[config.mk]
export PLATFORM = sky130hd
export DESIGN_NAME = mem_arbiter
export DESIGN_NICKNAME = d
export VERILOG_FILES = /design/src/rtl/mem_arbiter_pkg.sv /design/src/rtl/mem_arbiter_rr_arbiter_2.sv /design/src/rtl/mem_arbiter.sv
export SDC_FILE = /design/constraint.sdc
export NUM_CORES = 1
export LEC_CHECK = 0
export BUFFER_PORTS_ARGS = -buffer_cell sky130_fd_sc_hd__buf_2
export CAP_MARGIN = 20
export CORE_AREA = 2 2 115 117
export DETAILED_ROUTE_END_ITERATION = 7
export DIE_AREA = 0 0 117 119
export HOLD_SLACK_MARGIN = 0.08
export PLACE_DENSITY = 0.64
export SLEW_MARGIN = 20
export SYNTH_ARGS = -nofsm -noshare
export SYNTH_HDL_FRONTEND = slang
export SYNTH_HIERARCHICAL = 1
export SYNTH_SLANG_ARGS = --single-unit
[constraint.sdc]
create_clock -name clk -period 3.3 [get_ports clk]
set_clock_uncertainty 0.2 [all_clocks]
set_input_delay 0.165 -clock clk [delete_from_list [all_inputs] [get_ports clk]]
set_output_delay 0.165 -clock clk [all_outputs]
set_load 0.02 [all_outputs]
[src/rtl/mem_arbiter_pkg.sv]
// mem_arbiter_pkg: shared FSM encoding and port count for the memory arbiter.
package mem_arbiter_pkg;
  localparam int NUM_PORTS = 2;
  typedef enum logic [1:0] {
    IDLE   = 2'd0,
    ACCESS = 2'd1,
    RESP   = 2'd2
  } state_t;
endpackage

[src/rtl/mem_arbiter_rr_arbiter_2.sv]
// rr_arbiter_2: two-way round-robin winner select; on contention the port not served last wins.
module rr_arbiter_2
  import mem_arbiter_pkg::*;
(
  input  logic [NUM_PORTS-1:0] req,
  input  logic                 last,
  output logic                 winner,
  output logic                 valid
);
  assign valid  = |req;
  assign winner = (&req) ? ~last : req[1];
endmodule

[src/rtl/mem_arbiter.sv]
// mem_arbiter: two-port round-robin front end to a shared single-port memory.
module mem_arbiter
  import mem_arbiter_pkg::*;
(
  input  logic        clk,
  input  logic        reset,
  input  logic        p0_req,
  input  logic        p0_we,
  input  logic [31:0] p0_addr,
  input  logic [31:0] p0_wdata,
  output logic        p0_gnt,
  output logic        p0_rvalid,
  output logic [31:0] p0_rdata,
  input  logic        p1_req,
  input  logic        p1_we,
  input  logic [31:0] p1_addr,
  input  logic [31:0] p1_wdata,
  output logic        p1_gnt,
  output logic        p1_rvalid,
  output logic [31:0] p1_rdata,
  output logic [31:0] mem_address,
  output logic [31:0] mem_data_out,
  output logic        mem_we,
  input  logic [31:0] mem_data_in,
  output logic        busy,
  output logic        owner
);
  state_t      state_q, state_d;
  logic        prio_q, prio_d;
  logic        owner_q, owner_d;
  logic        we_q, we_d;
  logic [31:0] addr_q, addr_d;
  logic [31:0] wdata_q, wdata_d;
  logic        win, win_valid, accept, in_access, in_resp;
  rr_arbiter_2 u_rr (
    .req    ({p1_req, p0_req}),
    .last   (~prio_q),
    .winner (win),
    .valid  (win_valid)
  );
  // requests are only sampled on edges leaving IDLE or RESP
  assign accept = win_valid && (state_q != ACCESS);
  always_comb begin
    state_d = (state_q == ACCESS) ? RESP : (win_valid ? ACCESS : IDLE);
    prio_d  = accept ? ~win : prio_q;
    owner_d = accept ? win : owner_q;
    we_d    = accept ? (win ? p1_we : p0_we) : we_q;
    addr_d  = accept ? (win ? p1_addr : p0_addr) : addr_q;
    wdata_d = accept ? (win ? p1_wdata : p0_wdata) : wdata_q;
  end
  always_ff @(posedge clk) begin
    if (reset) begin
      state_q <= IDLE;
      prio_q  <= 1'b0;
      owner_q <= 1'b0;
      we_q    <= 1'b0;
      addr_q  <= '0;
      wdata_q <= '0;
    end else begin
      state_q <= state_d;
      prio_q  <= prio_d;
      owner_q <= owner_d;
      we_q    <= we_d;
      addr_q  <= addr_d;
      wdata_q <= wdata_d;
    end
  end
  assign in_access    = state_q == ACCESS;
  assign in_resp      = state_q == RESP;
  assign busy         = state_q != IDLE;
  assign owner        = owner_q;
  assign mem_address  = addr_q;
  assign mem_data_out = wdata_q;
  assign mem_we       = in_access & we_q;
  assign p0_gnt       = in_access & ~owner_q;
  assign p1_gnt       = in_access & owner_q;
  assign p0_rvalid    = in_resp & ~owner_q;
  assign p1_rvalid    = in_resp & owner_q;
  // writes answer with zero data
  assign p0_rdata     = (p0_rvalid & ~we_q) ? mem_data_in : '0;
  assign p1_rdata     = (p1_rvalid & ~we_q) ? mem_data_in : '0;
endmodule

## Word-level counts from Yosys, hierarchy flattened

Cells that the tools add are included.

| storage, ports and cells | value |
|---|---|
| register bits after elaboration | 69 |
| output and inout bits | 135 |
| word-level logic and storage cells | 33 |

| cells by class | value |
|---|---|
| eq/ne operators | 3 |
| muxes and demuxes | 8 |
| bitwise operators | 10 |
| reduce and logical (&&, ||, !) cells | 5 |

Operators by type and width:

| operator | count |
|---|---|
| 2-to-1 mux 32 bit | 4 |
| AND 1 bit | 7 |
| OR reduction 2 bit | 2 |
| 2-to-1 mux 1 bit | 3 |
| NOT 1 bit | 3 |
| equality test 2 x 1 -> 1 bit (second input constant) | 1 |
| equality test 2 bit (second input constant) | 1 |
| 2-to-1 mux 2 bit | 1 |
| inequality test 2 x 1 -> 1 bit (second input constant) | 1 |
| AND reduction 2 bit | 1 |
| nonzero test 2 bit | 1 |
| logical AND 1 bit | 1 |

## Longest topological paths before layout

Gate-level depths: netlist of the first run.

| depth | value |
|---|---|
| depth in word-level cells | 4 |
| gate-level depth with buffers | 8 |
| depth with buffers taken out | 5 |

## Modules after synthesis

Netlist of the first run, hierarchy kept.

Modules (own cells, without submodules):

| module | times used | cells an instance | area each (um^2) | sequential area each (um^2) |
|---|---|---|---|---|
| mem_arbiter | 1 | 319 | 3301.9 | 1381.3 |
| rr_arbiter_2 | 1 | 2 | 13.8 | 0.0 |

## Worst setup path after synthesis of the first run

OpenSTA, ideal clock, no wires.

| timing path | value |
|---|---|
| path type | reg-to-output |
| start point | register owner_q, in the netlist owner |
| end point | output port p1_rdata[15] |
| arrival | 1.538 ns |
| data required time | 2.935 ns |
| setup slack | 1.397 ns |
| stages on the path, launching flop included | 5 |
| buffers on the path | 1 |
| path through | dfxtp_1 inv_1 nor3b_2 clkbuf_1 and3_1 |

| on the way | value |
|---|---|
| longest elaborated chain between the ends | 3 |

Ends and longest elaborated chain:

| what | RTL line | RTL |
|---|---|---|
| start, declared | mem_arbiter.sv:30 | `logic owner_q, owner_d;` |
| start signal, assigned | mem_arbiter.sv:62 | `owner_q <= owner_d;` |
| AND 1 bit | mem_arbiter.sv:78 | `assign p1_rvalid = in_resp & owner_q;` |
| via p1_rvalid | mem_arbiter.sv:19 | `output logic p1_rvalid,` |
| AND 1 bit | mem_arbiter.sv:81 | `assign p1_rdata = (p1_rvalid & ~we_q) ? mem_data_in : '0;` |
| 2-to-1 mux 32 bit | mem_arbiter.sv:81 |  |
| end, declared | mem_arbiter.sv:20 | `output logic [31:0] p1_rdata,` |

The timed path passes the listed nets, and every way through them passes these cells.

## Final worst setup path of the first run

| timing path | value |
|---|---|
| start point | register prio_q |
| end point | register wdata_q[6], in the netlist mem_data_out[6] |

| on the way | value |
|---|---|
| longest elaborated chain between the ends | 2 |

Ends and longest elaborated chain:

| what | RTL line | RTL |
|---|---|---|
| start, declared | mem_arbiter.sv:29 | `logic prio_q, prio_d;` |
| start signal, assigned | mem_arbiter.sv:61 | `prio_q <= prio_d;` |
| 2-to-1 mux 1 bit | mem_arbiter_rr_arbiter_2.sv:11 | `assign winner = (&req) ? ~last : req[1];` |
| via win | mem_arbiter.sv:34 | `logic win, win_valid, accept, in_access, in_resp;` |
| 2-to-1 mux 32 bit | mem_arbiter.sv:49 | `wdata_d = accept ? (win ? p1_wdata : p0_wdata) : wdata_q;` |
| end signal, assigned | mem_arbiter.sv:65 | `wdata_q <= wdata_d;` |
| end, declared | mem_arbiter.sv:33 | `logic [31:0] wdata_q, wdata_d;` |

The timed path passes the listed nets, and every way through them passes these cells.
A chain may end at the register's enable or synchronous reset.

==> flow_metrics.py, run 1 <==
metrics = {
    "run_status": {
        "status": "complete, no violations",
    },
    "yosys": {
        "synth_area_mm2": 0.00332,
        "synth-main-ff-cell": "dfxtp_1",
        "syn_nets": 487,
        "async_reset_ff_share_pct": 0,
        "synth_edf_count": 0,
        "ys_types": 22,
        "synth-seq-cells": 69,
        "ys_seq_area_share_pct": 41.7,
        "syn_inst": 321,
        "syn_area_per_cell_um2": 10.3,
        "yosysWarnings": 6,
    },
    "critical_path": {
        "critical_path.startpoint": "prio_q",
        "cp_num_buf_inv": 3,
        "startpoint_type": "flip-flop",
        "rrSetupSlack_ns": 0.89,
        "worstSetupPathType": "flip-flop to flip-flop",
        "path_max_fanout": 41,
        "critPathMaxStageDelay_ns": 0.59,
        "worstPathRequired_ns": 3.29,
        "end_kind": "flip-flop",
        "cpMaxStageDelayCell": "dlygate4sd3_1",
        "arrival_ns": 2.40,
        "critPathTopFamily": "buffers and inverters",
        "cp_cell_sequence": "inv_1 -> a21boi_4 -> buf_4 -> mux2i_1 -> dlygate4sd3_1 -> o2bb2ai_1",
        "r2r-start": "prio_q",
    },
    "layout": {
        "n_antenna_cell": 0,
        "fillers": 1126,
        "final_common_cell": "buf_2",
        "area_growth_pct": 97.7,
        "layout_common_cells": "300 x buf_2, 131 x dlygate4sd3_1, 69 x dfxtp_1",
        "final_cell_count_no_fill": 916,
        "fin_util_pct": 50.9,
        "multi_input_area_mm2": 0.00176,
        "final_nets": 901,
        "finalInstanceArea_mm2": 0.00656,
        "seq_area_mm2": 0.00138,
        "drive_gt1_share_pct": 44.2,
    },
    "sta": {
        "hold_viol": 0,
        "max_slew_margin_pct": 53.3,
        "setup_viol": 0,
        "fmax_mhz": 415,
        "period_minus_slack_ns": 2.41,
        "post-route-period-util_pct": 73.0,
        "grt_setup_unrepaired": "no",
        "slew_viol_final": 0,
        "tns_ns": 0,
        "tightest_slew_ns": 0.701,
        "holdWs_ns": 0.137,
        "setup_ws_ns": 0.892,
    },
    "detailed_routing": {
        "antenna_left": 0,
        "drc_errors": 0,
        "first_pass_iters": 4,
        "wl_per_cell_um": 15.4,
        "vias_per_cell": 4.70,
        "drt_iter0_drc": 163,
        "vias": 4308,
        "drt_wl_total_um": 14100,
    },
    "floorplanning": {
        "rows": 42,
        "ios": 301,
        "die_area_mm2": 0.0139,
        "core-area_mm2": 0.0129,
        "die_y_um": 119,
        "die_w_um": 117,
        "initial_core_util_pct": 25.8,
    },
    "hold_path": {
        "min_from": "p1_req",
        "hold_path_class": "input pin to flip-flop",
    },
    "placement": {
        "port_buffers": 300,
        "dp.cells": 769,
        "dpl_worst_slack_ns": 1.10,
        "gp_congestion": 0.697,
        "hpwl_um": 8870,
        "placed_area_mm2": 0.00495,
    },
    "global_routing": {
        "grtUsageTotal_pct": 19.1,
        "grt_pass1_wl_um": 20600,
        "overflow": 0,
        "grt_pass1_vias": 4295,
        "grt_max_degree": 63,
        "antenna_found_initial": 0,
    },
    "power": {
        "p_leak_nw": 3.48,
        "powerDensity_mw_per_mm2": 403,
        "ir_drop_uv": 289,
        "power_mw": 2.64,
    },
    "cts": {
        "numClockSinks": 69,
        "cts_tree": "done",
        "postCtsSetupBuffers": 0,
        "ctsLongestPathBuffers": 2,
        "cts_buffers": 9,
        "insertion_delay_ns": 0.32,
        "ctsResizeCount": 0,
        "cts-root-buf": "clkbuf_16",
        "hold_buffers": 131,
        "clk_pin_slew_ns": 0.06,
        "htree_levels": 3,
    },
    "job": {
        "cap_viol_max_count": 0,
    },
}
## synth_stat cells, drive strengths merged (2+ instances only)
library cell   n  area, um2
and3          64        400
buf           23        134
clkbuf        13       48.8
dfxtp         69       1380
inv            4       15.0
mux2i         65        651
nor2           5       18.8
nor3b          2       20.0
o2bb2ai       65        569
o31ai          2       15.0
or2            2       12.5
## state kept, by name, summed over array words and instances, names as in the netlist
register,cells
state_q,2
prio_q,1
owner,1
we_q,1
mem_data_out,32
mem_address,32
## per-layer routing
metal | global-route usage (%) | vias to the layer above | share of wire (%)
met1 | 18.8 | 2027 | 37
met5 | 0 | - | 0
met2 | 38.0 | 207 | 54
met3 | 3.92 | 27 | 6.5
li1 | - | 2047 | -
met4 | 6.54 | 0 | 2.4
## cells by family after synthesis
kind of cell	Yosys count	synth area share, %
AO/OA/AOI/OAI	69	18.1
flip-flops	69	41.7
multiplexers	65	19.6
buffers and inverters	40	5.96
AND/OR/NAND/NOR	78	14.6
## tightest hold or removal path, stage by stage
cell     delay (ns)
buf_2          0.09
or2_1          0.20
nand3_1        0.09
o31ai_1        0.07
## path summary, 6_finish.rpt
| path | endpoint | cells past startpoint |
|---|---|---|
| setup / recovery | mem_data_out[6] | 6 |
| hold / removal | prio_q | 4 |
| setup reg to reg | mem_data_out[6] | 6 |
| hold reg to reg | mem_address[3] | 1 |
## layout make-up
type	count	share of cell area, %
repair buffers	439	44.0
multi-input cells	212	26.9
flip-flops and latches	69	21.1
clock buffers	11	3.55
well taps	176	3.36
clock inverters	5	0.935
inverters	4	0.229
## where the power goes
part	switching, mW	internal (mW)	total, mW
logic	0.370	0.372	0.742
clock network	0.356	0.588	0.944
registers	0.0424	0.914	0.956
(Power assumes the default switching activity.)
==> run 2: changes to the inputs <==
--- a/config.mk
+++ b/config.mk
@@ -7,11 +7,11 @@
 export LEC_CHECK = 0
 export BUFFER_PORTS_ARGS = -buffer_cell sky130_fd_sc_hd__buf_2
 export CAP_MARGIN = 20
-export CORE_AREA = 2 2 115 117
+export CORE_AREA = 2 2 118 120
 export DETAILED_ROUTE_END_ITERATION = 7
-export DIE_AREA = 0 0 117 119
+export DIE_AREA = 0 0 120 122
 export HOLD_SLACK_MARGIN = 0.08
-export PLACE_DENSITY = 0.64
+export PLACE_DENSITY = 0.61
 export SLEW_MARGIN = 20
 export SYNTH_ARGS = -nofsm -noshare
 export SYNTH_HDL_FRONTEND = slang
==> constraint.sdc (replaced) <==
create_clock -name clk -period 2.3 [get_ports clk]
set_clock_uncertainty 0.2 [all_clocks]
set_input_delay 0.115 -clock clk [delete_from_list [all_inputs] [get_ports clk]]
set_output_delay 0.115 -clock clk [all_outputs]
set_load 0.02 [all_outputs]
==> run 2 against run 1 <==
Register-to-register slack lost 0.73 ns. Non-clock buffer count is the same. Sequential share of layout area is 0.14 points lower. Flip-flop and latch count unchanged. Combinational power rose by 43%. Clock-buffer cell count fell by 2. Design area increased by 0.67%. Clock power up 46%. Sequential power is 43% higher. Hold slack gained 0.0018 ns. Critical endpoint is now mem_data_out[13].
==> flow_metrics.py, run 2 (synthesis gave the netlist of run 1 again) <==
metrics = {
    "run_status": {
        "status": "complete, no violations",
    },
    "global_routing": {
        "grt_pass1_vias": 4269,
        "grt_max_degree": 66,
        "grtUsageTotal_pct": 17.6,
        "overflow": 0,
        "grt_pass1_wl_um": 20500,
        "antenna_found_initial": 0,
    },
    "sta": {
        "max_slew_margin_pct": 72.7,
        "fmax_mhz": 448,
        "period_minus_slack_ns": 2.23,
        "grt_setup_unrepaired": "no",
        "tns_ns": 0,
        "tightest_slew_ns": 0.410,
        "setup_ws_ns": 0.0669,
        "slew_viol_final": 0,
        "holdWs_ns": 0.139,
        "setup_viol": 0,
        "post-route-period-util_pct": 97.1,
        "hold_viol": 0,
    },
    "critical_path": {
        "critical_path.startpoint": "p1_req",
        "end_kind": "flip-flop",
        "cp_cell_sequence": "dlygate4sd3_1 -> buf_2 -> a21boi_4 -> buf_12 -> mux2i_1 -> dlygate4sd3_1 -> o2bb2ai_1",
        "path_max_fanout": 40,
        "worstSetupPathType": "input pin to flip-flop",
        "r2r-start": "prio_q",
        "cp.depth": 7,
        "reg2reg_depth": 6,
        "rrSetupSlack_ns": 0.16,
        "arrival_ns": 2.23,
        "critPathTopFamily": "buffers and inverters",
        "endpoint": "mem_data_out[13]",
        "cp_num_buf_inv": 4,
        "cpMaxStageDelayCell": "dlygate4sd3_1",
        "rr_endpoint": "mem_data_out[13]",
        "startpoint_type": "input pin",
        "cpMostUsedCell": "dlygate4sd3_1",
        "critPathMaxStageDelay_ns": 0.59,
        "worstPathRequired_ns": 2.30,
    },
    "cts": {
        "postCtsSetupBuffers": 0,
        "cts-root-buf": "clkbuf_16",
        "insertion_delay_ns": 0.32,
        "ctsLongestPathBuffers": 2,
        "cts_buffers": 9,
        "htree_levels": 3,
        "cts_tree": "done",
        "clk_pin_slew_ns": 0.06,
        "numClockSinks": 69,
    },
    "placement": {
        "gp_congestion": 0.810,
        "hpwl_um": 8600,
        "port_buffers": 300,
        "dpl_worst_slack_ns": 0.626,
        "placed_area_mm2": 0.00497,
    },
    "floorplanning": {
        "die_area_mm2": 0.0146,
        "rows": 43,
        "core-area_mm2": 0.0135,
        "die_w_um": 120,
        "die_y_um": 122,
        "ios": 301,
        "initial_core_util_pct": 24.6,
    },
    "layout": {
        "final_nets": 901,
        "n_antenna_cell": 0,
        "drive_gt1_share_pct": 44.3,
        "fillers": 1215,
        "multi_input_area_mm2": 0.00176,
        "fin_util_pct": 48.9,
        "layout_common_cells": "300 x buf_2, 132 x dlygate4sd3_1, 69 x dfxtp_1",
        "area_growth_pct": 99.1,
        "finalInstanceArea_mm2": 0.00660,
        "seq_area_mm2": 0.00138,
        "final_common_cell": "buf_2",
    },
    "power": {
        "swShare_pct": 29.4,
        "p_sw_mw": 1.12,
        "p_leak_nw": 3.49,
        "clock_power_share_pct": 36.1,
        "p_seq_share_pct": 36.0,
        "internal_power_mw": 2.69,
        "powerDensity_mw_per_mm2": 578,
        "ir_drop_uv": 382,
        "combPwrFrac_pct": 27.9,
    },
    "detailed_routing": {
        "vias": 4194,
        "drt_iter0_drc": 89,
        "vias_per_cell": 4.56,
        "drt_wl_total_um": 13700,
        "first_pass_iters": 4,
        "drc_errors": 0,
        "wl_per_cell_um": 14.9,
        "antenna_left": 0,
    },
    "hold_path": {
        "hold_path_class": "input pin to flip-flop",
        "hold_path_depth": 4,
    },
    "job": {
        "cap_viol_max_count": 0,
    },
}
==> run 2: cell types whose count changed in the layout (fill, tap and decap cells not counted) <==
cell,change
clkinv_4,-3
buf_4,-4
inv_6,+2
dlygate4sd3_1,+1
clkinv_2,+1
buf_12,+2
buf_8,+1
clkinvlp_4,+2
clkbuf_1,-2
==> run 2: power groups by stage <==
stage	logic [mW]	clock network (mW)	registers, mW
after detailed placement	0.816	0	1.39
after global placement	0.799	0	1.40
final	1.06	1.38	1.37
after CTS	1.04	1.42	1.37
after global routing	1.14	1.48	1.39
after floorplan	0.339	0	1.52
==> run 2: routing by layer <==
metal / share of wire (%) / vias up / wire (um) / global-route usage (%)
li1: - / 2040 / - / -
met1: 37 / 1923 / 5110 / 17.6
met2: 53 / 201 / 7290 / 34.4
met3: 6.6 / 30 / 907 / 4.49
met4: 2.7 / 0 / 367 / 7.35
met5: 0 / - / 0 / 0
==> run 2: layout make-up <==
cell class              instances  share of cell area (%)
clock buffers                   9                    3.41
clock inverters                 7                    1.10
inverters                       4                   0.227
multi-input cells             212                    26.7
flip-flops and latches         69                    20.9
well taps                     180                    3.41
repair buffers                439                    44.2
==> run 2: through the flow <==
step	power, mW	instances
after floorplan	1.86	321
after global placement	2.19	772
after detailed placement	2.21	772
after CTS	3.84	920
after global routing	4.01	920
final	3.82	920
==> run 2: how the worst min path moves through the flow <==
stage / startpoint / end / slack (ns)
after floorplan: reset / state_q[1] / -0.01
after global placement: p0_wdata[10] / mem_data_out[10] / 0.18
after detailed placement: p0_addr[28] / mem_address[28] / 0.19
after CTS: p0_req / prio_q / 0.11
after global routing: p0_req / prio_q / 0.18
final: p0_req / prio_q / 0.14
==> run 2: tightest hold or removal path, stage by stage <==
cell	delay, ns
buf_2	0.12
or2_1	0.22
nand3_1	0.10
o31ai_1	0.07
==> run 2: what timing repair did <==
item | in CTS | in global routing
resized for setup | 0 | 3
endpoints found under the setup margin | 0 | 24
hold buffers | 132 | 0
endpoints found under the hold margin | 69 | 0
